--- config.mk ---
export PLATFORM = sky130hd
export DESIGN_NAME = cla_nibble_seq_adder_flat
export DESIGN_NICKNAME = d
export VERILOG_FILES = /design/src/rtl/cla_nibble_seq_adder_if.sv /design/src/rtl/cla_nibble_seq_adder.sv /design/src/flat_wrapper.sv
export SDC_FILE = /design/constraint.sdc
export NUM_CORES = 1
export LEC_CHECK = 0
export CORE_ASPECT_RATIO = 1.5
export CORE_MARGIN = 5
export CORE_UTILIZATION = 51
export DETAILED_ROUTE_END_ITERATION = 16
export PLACE_DENSITY = 0.91
export SYNTH_ARGS = -nofsm -noshare
export SYNTH_HDL_FRONTEND = slang
export SYNTH_SLANG_ARGS = --single-unit
--- constraint.sdc ---
create_clock -name clk -period 3.8 [get_ports clk]
set_input_delay 0.76 -clock clk [delete_from_list [all_inputs] [get_ports clk]]
set_output_delay 0.76 -clock clk [all_outputs]
set_load 0.03 [all_outputs]
--- src/rtl/cla_nibble_seq_adder_if.sv ---
// Operand/result handshake bundle for the nibble-serial CLA adder.
// The master side produces operands and consumes results; the slave side is the adder.
interface cla_nibble_seq_adder_if #(
    parameter int WIDTH = 16
);
    logic             in_valid;
    logic             in_ready;
    logic [WIDTH-1:0] a;
    logic [WIDTH-1:0] b;
    logic             sub;
    logic             out_valid;
    logic             out_ready;
    logic [WIDTH-1:0] sum;
    logic             c_out;
    logic             ovf;
    logic             zero;

    modport master (
        output in_valid, a, b, sub, out_ready,
        input  in_ready, out_valid, sum, c_out, ovf, zero
    );

    modport slave (
        input  in_valid, a, b, sub, out_ready,
        output in_ready, out_valid, sum, c_out, ovf, zero
    );
endinterface

--- src/rtl/cla_nibble_seq_adder.sv ---
// Multi-cycle adder/subtractor: one shared 4-bit carry-lookahead slice processes
// one operand nibble per cycle, LSB first, with the carry held in a register.
module cla_4b (
    input  logic [3:0] a,
    input  logic [3:0] b,
    input  logic       c_in,
    output logic [3:0] sum,
    output logic       c_out
);
    logic [3:0] g;
    logic [3:0] p;
    logic [4:0] c;

    assign g = a & b;
    assign p = a ^ b;

    // Every carry is a flat sum of generate/propagate terms; none waits on its neighbour.
    assign c[0] = c_in;
    assign c[1] = g[0] | (p[0] & c_in);
    assign c[2] = g[1] | (p[1] & g[0]) | (p[1] & p[0] & c_in);
    assign c[3] = g[2] | (p[2] & g[1]) | (p[2] & p[1] & g[0]) | (p[2] & p[1] & p[0] & c_in);
    assign c[4] = g[3] | (p[3] & g[2]) | (p[3] & p[2] & g[1]) | (p[3] & p[2] & p[1] & g[0])
                | (p[3] & p[2] & p[1] & p[0] & c_in);

    generate
        for (genvar gi = 0; gi < 4; gi++) begin : g_sum
            assign sum[gi] = p[gi] ^ c[gi];
        end
    endgenerate

    assign c_out = c[4];
endmodule

// WIDTH must be a multiple of 4 and at least 8.
module cla_nibble_seq_adder #(
    parameter int WIDTH = 16
) (
    input  logic                      clk,
    input  logic                      rst_n,
    cla_nibble_seq_adder_if.slave     bus
);
    localparam int NIBS  = WIDTH / 4;
    localparam int CNT_W = $clog2(NIBS);
    localparam logic [CNT_W-1:0] LAST_CNT = CNT_W'(NIBS - 1);

    typedef enum logic [1:0] {
        IDLE = 2'd0,
        RUN  = 2'd1,
        DONE = 2'd2
    } state_t;

    state_t             state_reg;
    state_t             state_next;
    logic [CNT_W-1:0]   cnt_reg;
    logic [WIDTH-1:0]   a_reg;
    logic [WIDTH-1:0]   b_reg;
    logic               carry_reg;
    logic [WIDTH-1:0]   sum_reg;
    logic               c_out_reg;
    logic               ovf_reg;
    logic               zero_reg;

    logic               accept;
    logic               step;
    logic               last;
    logic               in_ready_c;
    logic               out_valid_c;

    logic [3:0]         a_nibs [NIBS];
    logic [3:0]         b_nibs [NIBS];
    logic [3:0]         slice_a;
    logic [3:0]         slice_b;
    logic [3:0]         slice_sum;
    logic               slice_c_out;
    logic [WIDTH-1:0]   sum_next;
    logic               ovf_next;

    generate
        for (genvar gi = 0; gi < NIBS; gi++) begin : g_nib
            assign a_nibs[gi] = a_reg[4*gi +: 4];
            assign b_nibs[gi] = b_reg[4*gi +: 4];
            // Only the nibble being processed this cycle is replaced.
            assign sum_next[4*gi +: 4] = (cnt_reg == CNT_W'(gi)) ? slice_sum : sum_reg[4*gi +: 4];
        end
    endgenerate

    assign slice_a = a_nibs[cnt_reg];
    assign slice_b = b_nibs[cnt_reg];

    cla_4b u_slice (
        .a     (slice_a),
        .b     (slice_b),
        .c_in  (carry_reg),
        .sum   (slice_sum),
        .c_out (slice_c_out)
    );

    // b_reg already holds B' (inverted for subtract), so one rule covers both operations.
    assign ovf_next = (a_reg[WIDTH-1] == b_reg[WIDTH-1]) && (slice_sum[3] != a_reg[WIDTH-1]);

    always_comb begin
        state_next  = state_reg;
        in_ready_c  = 1'b0;
        out_valid_c = 1'b0;
        accept      = 1'b0;
        step        = 1'b0;
        last        = 1'b0;
        case (state_reg)
            IDLE: begin
                in_ready_c = 1'b1;
                if (bus.in_valid) begin
                    accept     = 1'b1;
                    state_next = RUN;
                end
            end
            RUN: begin
                step = 1'b1;
                if (cnt_reg == LAST_CNT) begin
                    last       = 1'b1;
                    state_next = DONE;
                end
            end
            DONE: begin
                out_valid_c = 1'b1;
                if (bus.out_ready) begin
                    state_next = IDLE;
                end
            end
            default: state_next = IDLE;
        endcase
    end

    always_ff @(posedge clk or negedge rst_n) begin
        if (!rst_n) begin
            state_reg <= IDLE;
            cnt_reg   <= '0;
            a_reg     <= '0;
            b_reg     <= '0;
            carry_reg <= 1'b0;
            sum_reg   <= '0;
            c_out_reg <= 1'b0;
            ovf_reg   <= 1'b0;
            zero_reg  <= 1'b0;
        end else begin
            state_reg <= state_next;
            if (accept) begin
                a_reg     <= bus.a;
                b_reg     <= bus.b ^ {WIDTH{bus.sub}};
                carry_reg <= bus.sub;
                cnt_reg   <= '0;
            end else if (step) begin
                sum_reg   <= sum_next;
                carry_reg <= slice_c_out;
                cnt_reg   <= cnt_reg + CNT_W'(1);
                if (last) begin
                    c_out_reg <= slice_c_out;
                    ovf_reg   <= ovf_next;
                    zero_reg  <= (sum_next == '0);
                end
            end
        end
    end

    assign bus.in_ready  = in_ready_c;
    assign bus.out_valid = out_valid_c;
    assign bus.sum       = sum_reg;
    assign bus.c_out     = c_out_reg;
    assign bus.ovf       = ovf_reg;
    assign bus.zero      = zero_reg;
endmodule

--- src/flat_wrapper.sv ---
// flat-port wrapper written by rule: the top's interface ports become plain ports
module cla_nibble_seq_adder_flat 
#(
    parameter int WIDTH = 16
)
  (clk, rst_n, bus_in_valid, bus_a, bus_b, bus_sub, bus_out_ready, bus_in_ready, bus_out_valid, bus_sum, bus_c_out, bus_ovf, bus_zero);
  cla_nibble_seq_adder_if #(.WIDTH(WIDTH)) bus_i ();
  input  logic clk;
  input  logic rst_n;
  input wire logic [$bits(bus_i.in_valid)-1:0] bus_in_valid;
  input wire logic [$bits(bus_i.a)-1:0] bus_a;
  input wire logic [$bits(bus_i.b)-1:0] bus_b;
  input wire logic [$bits(bus_i.sub)-1:0] bus_sub;
  input wire logic [$bits(bus_i.out_ready)-1:0] bus_out_ready;
  output wire logic [$bits(bus_i.in_ready)-1:0] bus_in_ready;
  output wire logic [$bits(bus_i.out_valid)-1:0] bus_out_valid;
  output wire logic [$bits(bus_i.sum)-1:0] bus_sum;
  output wire logic [$bits(bus_i.c_out)-1:0] bus_c_out;
  output wire logic [$bits(bus_i.ovf)-1:0] bus_ovf;
  output wire logic [$bits(bus_i.zero)-1:0] bus_zero;
  assign bus_i.in_valid = bus_in_valid;
  assign bus_i.a = bus_a;
  assign bus_i.b = bus_b;
  assign bus_i.sub = bus_sub;
  assign bus_i.out_ready = bus_out_ready;
  assign bus_in_ready = bus_i.in_ready;
  assign bus_out_valid = bus_i.out_valid;
  assign bus_sum = bus_i.sum;
  assign bus_c_out = bus_i.c_out;
  assign bus_ovf = bus_i.ovf;
  assign bus_zero = bus_i.zero;
  cla_nibble_seq_adder #(.WIDTH(WIDTH)) u_core (.clk(clk), .rst_n(rst_n), .bus(bus_i));
endmodule
Yosys cells after proc, flatten, opt, wreduce, memory -nomap -nowiden
Index checks and enable logic that the tools add are counted.
{"block": "totals", "ff_bits": 56, "latch_bits": 0, "ramBits": 0, "romBits": 0, "out_inout_bits": 21, "elab_cells": 89, "mem_count": 0}
{"block": "op_classes", "add_sub_neg": 1, "n_mul": 0, "div_mod_pow": 0, "order_cmp": 1, "n_eq_ne": 10, "shifts": 0, "muxes": 25, "bitwise_logic": 35, "reduce_logical": 8}
{"op": "4-bit 2-to-1 mux", "n": 8}
{"op": "1-bit bitwise AND", "n": 16}
{"op": "4-bit binary-select mux with 2-bit select", "n": 2}
{"op": "16-bit logical NOT", "n": 1}
{"op": "16-bit bitwise XOR", "n": 1}
{"op": "2-bit 2-to-1 mux", "n": 5}
{"op": "1-bit OR", "n": 10}
{"op": "1-bit 2-to-1 mux", "n": 9}
{"op": "2-bit equality test, second input constant", "n": 3}
{"op": "2-bit case mux with 3 select lines", "n": 1}
{"op": "3-bit AND reduction", "n": 2}
{"op": "4-bit bitwise AND", "n": 1}
{"op": "2-bit by 1-bit equality test with 1-bit output, second input constant", "n": 2}
{"op": "2-bit logical NOT", "n": 2}
{"op": "2-bit != test, second input constant", "n": 2}
{"op": "1-bit bitwise XOR", "n": 4}
{"op": "4-bit bitwise XOR", "n": 1}
{"op": "3-bit greater-or-equal comparator, second input constant", "n": 1}
{"op": "2-bit NOT with 3-bit output", "n": 1}
{"op": "2-bit by 1-bit adder with 2-bit output, second input constant", "n": 1}
{"op": "2-bit by 1-bit != test with 1-bit output, second input constant", "n": 1}
{"op": "2-bit AND reduction", "n": 1}
{"op": "2-bit nonzero test", "n": 1}
{"op": "1-bit equality test", "n": 1}
{"op": "3 further kinds", "n": 3}

Logic depth before layout (Yosys ltp)
{"block": "logic_depth", "depth_word": 12, "depth_mapped": 9}

Cells and area by module
Synthesis repeated with hierarchy kept, for this count alone.
{"block": "hier_totals", "cells_unflattened": 270, "area_unflattened_um2": 2820.2}
{"mod": "cla_nibble_seq_adder", "n_inst": 1, "cells_per_inst": 250, "area_each_um2": 2650.0, "seq_area_each_um2": 1401.3}
{"mod": "cla_4b", "n_inst": 1, "cells_per_inst": 20, "area_each_um2": 170.2, "seq_area_each_um2": 0.0}

Worst setup path after synthesis
OpenSTA, ideal clock, no wires.
{"block": "synth_path", "path_kind": "register -> register", "start": "register u_core.cnt_reg[0]", "end": "register u_core.ovf_reg, in the netlist u_core.bus.ovf", "arrival_time_ps": 2689, "slack_ps": 1022, "path_stages_with_launch": 9, "period_less_slack_ps": 2778, "path_cell_list": "dfrtp_1 -> buf_2 -> mux4_2 -> ha_1 -> a211oi_4 -> o21bai_4 -> xnor2_2 -> or3_1 -> a41oi_1"}
{"block": "synth_via", "elab_chain_len": 12, "word_cells_on_any_way": 24}
{"item": "from (decl)", "line": "cla_nibble_seq_adder.sv:54", "text": "logic [CNT_W-1:0] cnt_reg;"}
{"item": "from (signal assigned)", "line": "cla_nibble_seq_adder.sv:154", "text": "cnt_reg <= cnt_reg + CNT_W'(1);"}
{"item": "2-bit NOT with 3-bit output (not written as such)", "line": "cla_nibble_seq_adder.sv:87, cla_nibble_seq_adder.sv:88"}
{"item": "4-bit binary-select mux with 2-bit select (on tied branches)", "line": "cla_nibble_seq_adder.sv:87, cla_nibble_seq_adder.sv:88"}
{"item": "4-bit 2-to-1 mux (on tied branches) (2 in series)", "line": "cla_nibble_seq_adder.sv:87, cla_nibble_seq_adder.sv:88"}
{"item": "4-bit bitwise XOR / 4-bit bitwise AND (equally long branches)", "line": "cla_nibble_seq_adder.sv:15, cla_nibble_seq_adder.sv:14"}
{"item": "1-bit bitwise AND", "line": "cla_nibble_seq_adder.sv:21", "text": "assign c[3] = g[2] | (p[2] & g[1]) | (p[2] & p[1] & g[0]) | (p[2] & p[1] & p[0] & c_in);"}
{"item": "1-bit OR / 1-bit bitwise AND (equally long branches) (2 in series)", "line": "cla_nibble_seq_adder.sv:21"}
{"item": "1-bit OR", "line": "cla_nibble_seq_adder.sv:21"}
{"item": "1-bit bitwise XOR", "line": "cla_nibble_seq_adder.sv:27", "text": "assign sum[gi] = p[gi] ^ c[gi];"}
{"item": "1-bit != test", "line": "cla_nibble_seq_adder.sv:99", "text": "assign ovf_next = (a_reg[WIDTH-1] == b_reg[WIDTH-1]) && (slice_sum[3] != a_reg[WIDTH-1]);"}
{"item": "1-bit logical AND", "line": "cla_nibble_seq_adder.sv:99"}
{"item": "to (signal assigned)", "line": "cla_nibble_seq_adder.sv:157", "text": "ovf_reg <= ovf_next;"}
{"item": "to (decl)", "line": "cla_nibble_seq_adder.sv:60", "text": "logic ovf_reg;"}
Several ways; a longest one is shown, not always the timed one. The select of a mux whose other input is x is not followed.
A chain may end at the register's enable or synchronous reset.

Worst setup path in the final report
Same ends and word-level chain as after synthesis.

==> metrics.csv <==
stage,metric,value,unit
yosys,synthFlopType,dfrtp_1,
finish,n_antenna_cell,0,
grt,antenna_found_initial,0,
routing,ant_nets,0,
yosys,synth-edff-count,0,
floorplanning,start_util,53.1,%
flow_run,cap_violations,0,
clock_tree,clk_pin_slew,100,ps
sta,max_freq,0.326,GHz
worst_hold_path,hold_path_class,in -> async,
clock_tree,htreeDepth,2,
yosys,synth_seq_area_share,50.7,%
finish,syn_to_final_growth,25.1,%
critical_path,critPathKind,reg -> reg,
critical_path,max_stage_delay,750,ps
yosys,yosys.area.top_type,dfrtp_1,
sta,period_minus_slack,3070,ps
clock_tree,cts_sinks,56,
critical_path,cp_num_buf_inv,0,
critical_path,startpoint,u_core.cnt_reg[0]$_DFFE_PN0P_,
critical_path,worstReg2RegEnd,u_core.bus.ovf$_DFFE_PN0P_,
routing,drt_first_pass_iters,4,
critical_path,path_max_fanout,13,
power,ir_drop,0.457,mV
yosys,ys_warn_count,0,
yosys,async_flop_share,100,%
yosys,synthDistinctLibCells,34,
critical_path,startpoint_type,flip-flop,
routing,routedWlPerCell,13.9,µm
grt,grt_pass1_wl,9380,µm
placed_design,place_hpwl,4320,µm
clock_tree,cts_resized,0,
sta,relSlewSlack,37.7,%
grt,grt_use_total,16.7,%
placed_design,place_area,3370,µm²
critical_path,cp_top_family,flip-flops,
sta,setup_viol,0,
power,power.static_leakage,1.53,nW
grt,grt_pass1_vias,2072,
placed_design,dp.cells,389,
clock_tree,ctsHoldBuffers,0,
yosys,yosysTopAreaCellShare,50.7,%
sta,finalWorstSetupSlack,734,ps
placed_design,pre_cts_ws,749,ps
critical_path,reg2reg_depth,7,
yosys,syn-cell-area,2770,µm²
clock_tree,clock_latency,310,ps
floorplanning,ios,58,
grt,overflow,0,
floorplanning,core,5200,µm²
power,power.total,3.44,mW
outcome,status,completed,
finish,drive_above_1_share,8.51,%
clock_tree,cts.path.max_buffers,2,
grt,grt_max_degree,50,
sta,rsz0062_at_grt,false,
floorplanning,dieArea,7020,µm²
floorplanning,die_w,70.1,µm
critical_path,timing.rr.start,u_core.cnt_reg[0]$_DFFE_PN0P_,
finish,num-nets-final,374,
sta,min_period_over_period,80.7,%
finish,final_cell_area,3460,µm²
sta,tns,0,ps
clock_tree,cts_tree,done,
floorplanning,fp-row-count,32,
routing,drt_wl_total,5510,µm
sta,drv_slew,0,
sta,worst_slew_pin_slew,932,ps
routing,drtIter0Drc,151,
finish,final_cells,397,
clock_tree,cts_root_buf,clkbuf_8,
yosys,ys_top_cells_by_area,"dfrtp_1 51%, nand2_1 12%, o21ai_0 6.9%",
critical_path,cp.arrival,3290,ps
critical_path,endpoint_kind,flip-flop,
critical_path,path_cells,mux4_2 > ha_1 > a211oi_4 > o21bai_4 > xnor2_2 > or3_1 > a41oi_1,
clock_tree,cts_post_setup_buffers_inserted,0,
sta,hold_violations,0,
power,power_density,995,nW/µm²
critical_path,endpoint,u_core.bus.ovf$_DFFE_PN0P_,
yosys,synth.avg_cell_area,10.0,µm²
floorplanning,dieHeight,100,µm
yosys,synth_fp_nets,322,
clock_tree,cts_buffers,5,
routing,drc_errors,0,
routing,vias,2089,
placed_design,gp_congestion,0.895,
yosys,synthesis.instances,276,
critical_path,cp.required,4030,ps
routing,avgViaCountPerCell,5.26,
critical_path,slowest_stage,dfrtp_1,
yosys,synth_seq_cells,56,
placed_design,io_buffers,57,
critical_path,rrSetupSlack,730,ps
critical_path,cp.depth,7,
sta,fin_skew,12.0,ps
==> metrics by stage <==
step	utilization, %	hold slack [ps]
4_1_cts	66.4	468
6_report	66.4	450
2_1_floorplan	-	440
5_1_grt	66.4	507
3_5_place_dp	64.8	462
3_3_place_gp	64.8	456
==> cells by family (layout without fill, tap and decap cells) <==
family          count (synthesis)  after routing  share of synthesized area (%)
compound gates                 51             51                           11.2
xor+xnor                       19             19                           6.29
fa+ha+maj                       9              9                           4.34
buf+inv                        19             72                           2.85
flops                          56             56                           50.7
mux                            12             12                           8.14
simple gates                  110            110                           16.5
==> cells in the mapped netlist (2+ instances only) <==
master,instances
mux2_2,4
nand2_1,87
nor3_1,5
clkbuf_1,7
xnor2_1,18
nor2_1,7
a21oi_1,2
inv_1,5
buf_2,6
nand2b_1,2
dfrtp_1,56
o21ai_0,38
ha_1,8
o31ai_1,3
nor4_1,2
mux4_2,8
==> worst min-delay path by stage <==
stage                                 start                           end  slack, ps  cells past startpoint
6_report                              rst_n  u_core.a_reg[15]$_DFFE_PN0P_        450                      1
5_1_grt                               rst_n  u_core.a_reg[15]$_DFFE_PN0P_        510                      1
4_1_cts                               rst_n  u_core.a_reg[15]$_DFFE_PN0P_        470                      1
3_5_place_dp   u_core.a_reg[11]$_DFFE_PN0P_  u_core.a_reg[11]$_DFFE_PN0P_        460                      2
3_3_place_gp    u_core.a_reg[5]$_DFFE_PN0P_   u_core.a_reg[5]$_DFFE_PN0P_        460                      2
2_1_floorplan  u_core.a_reg[10]$_DFFE_PN0P_  u_core.a_reg[10]$_DFFE_PN0P_        440                      2
==> cell usage in the layout, fill, tap and decap left out, types with 2 or more instances in the layout <==
| cell type | instances |
|---|---|
| nand2_1 | 87 |
| clkdlybuf4s50_1 | 56 |
| dfrtp_1 | 56 |
| o21ai_0 | 38 |
| xnor2_1 | 18 |
| mux4_2 | 8 |
| ha_1 | 8 |
| nor2_1 | 7 |
| inv_1 | 5 |
| nor3_1 | 5 |
| clkbuf_8 | 5 |
| mux2_2 | 4 |
| o31ai_1 | 3 |
| nand2b_1 | 2 |
| a21oi_1 | 2 |
| nor4_1 | 2 |
| clkinv_2 | 2 |
| buf_4 | 2 |
==> layout make-up <==
| type | instances | area, µm² |
|---|---|---|
| Sequential cell | 56 | 1400 |
| Inverter | 5 | 18.8 |
| Clock inverter | 3 | 18.8 |
| Tap cell | 68 | 85.1 |
| Clock buffer | 5 | 68.8 |
| Multi-Input combinational cell | 201 | 1280 |
| Timing Repair Buffer | 59 | 581 |
| Fill cell | 425 | 1750 |
==> where the power goes <==
| group | leakage, nW | total [mW] | switching (mW) | internal [mW] |
|---|---|---|---|---|
| Clock | 0.0479 | 0.310 | 0.181 | 0.129 |
| Combinational | 0.788 | 2.02 | 1.16 | 0.860 |
| Sequential | 0.696 | 1.11 | 0.229 | 0.883 |
==> per-layer routing <==
layer,global-route usage (%),wire length [µm]
met1,19.3,2170
met2,31.2,3010
met3,2.20,218
met4,5.75,99
met5,0,0
==> worst register-to-register path, delay by kind of cell, from the launching register on <==
family / cells / cell delay [ps]
adder cells (fa/ha/maj): 1 / 350
AO/OA/AOI/OAI: 3 / 740
flip-flops: 1 / 750
AND/OR/NAND/NOR: 1 / 330
multiplexers: 1 / 630
XOR/XNOR: 1 / 190
(Power assumes the default switching activity.)
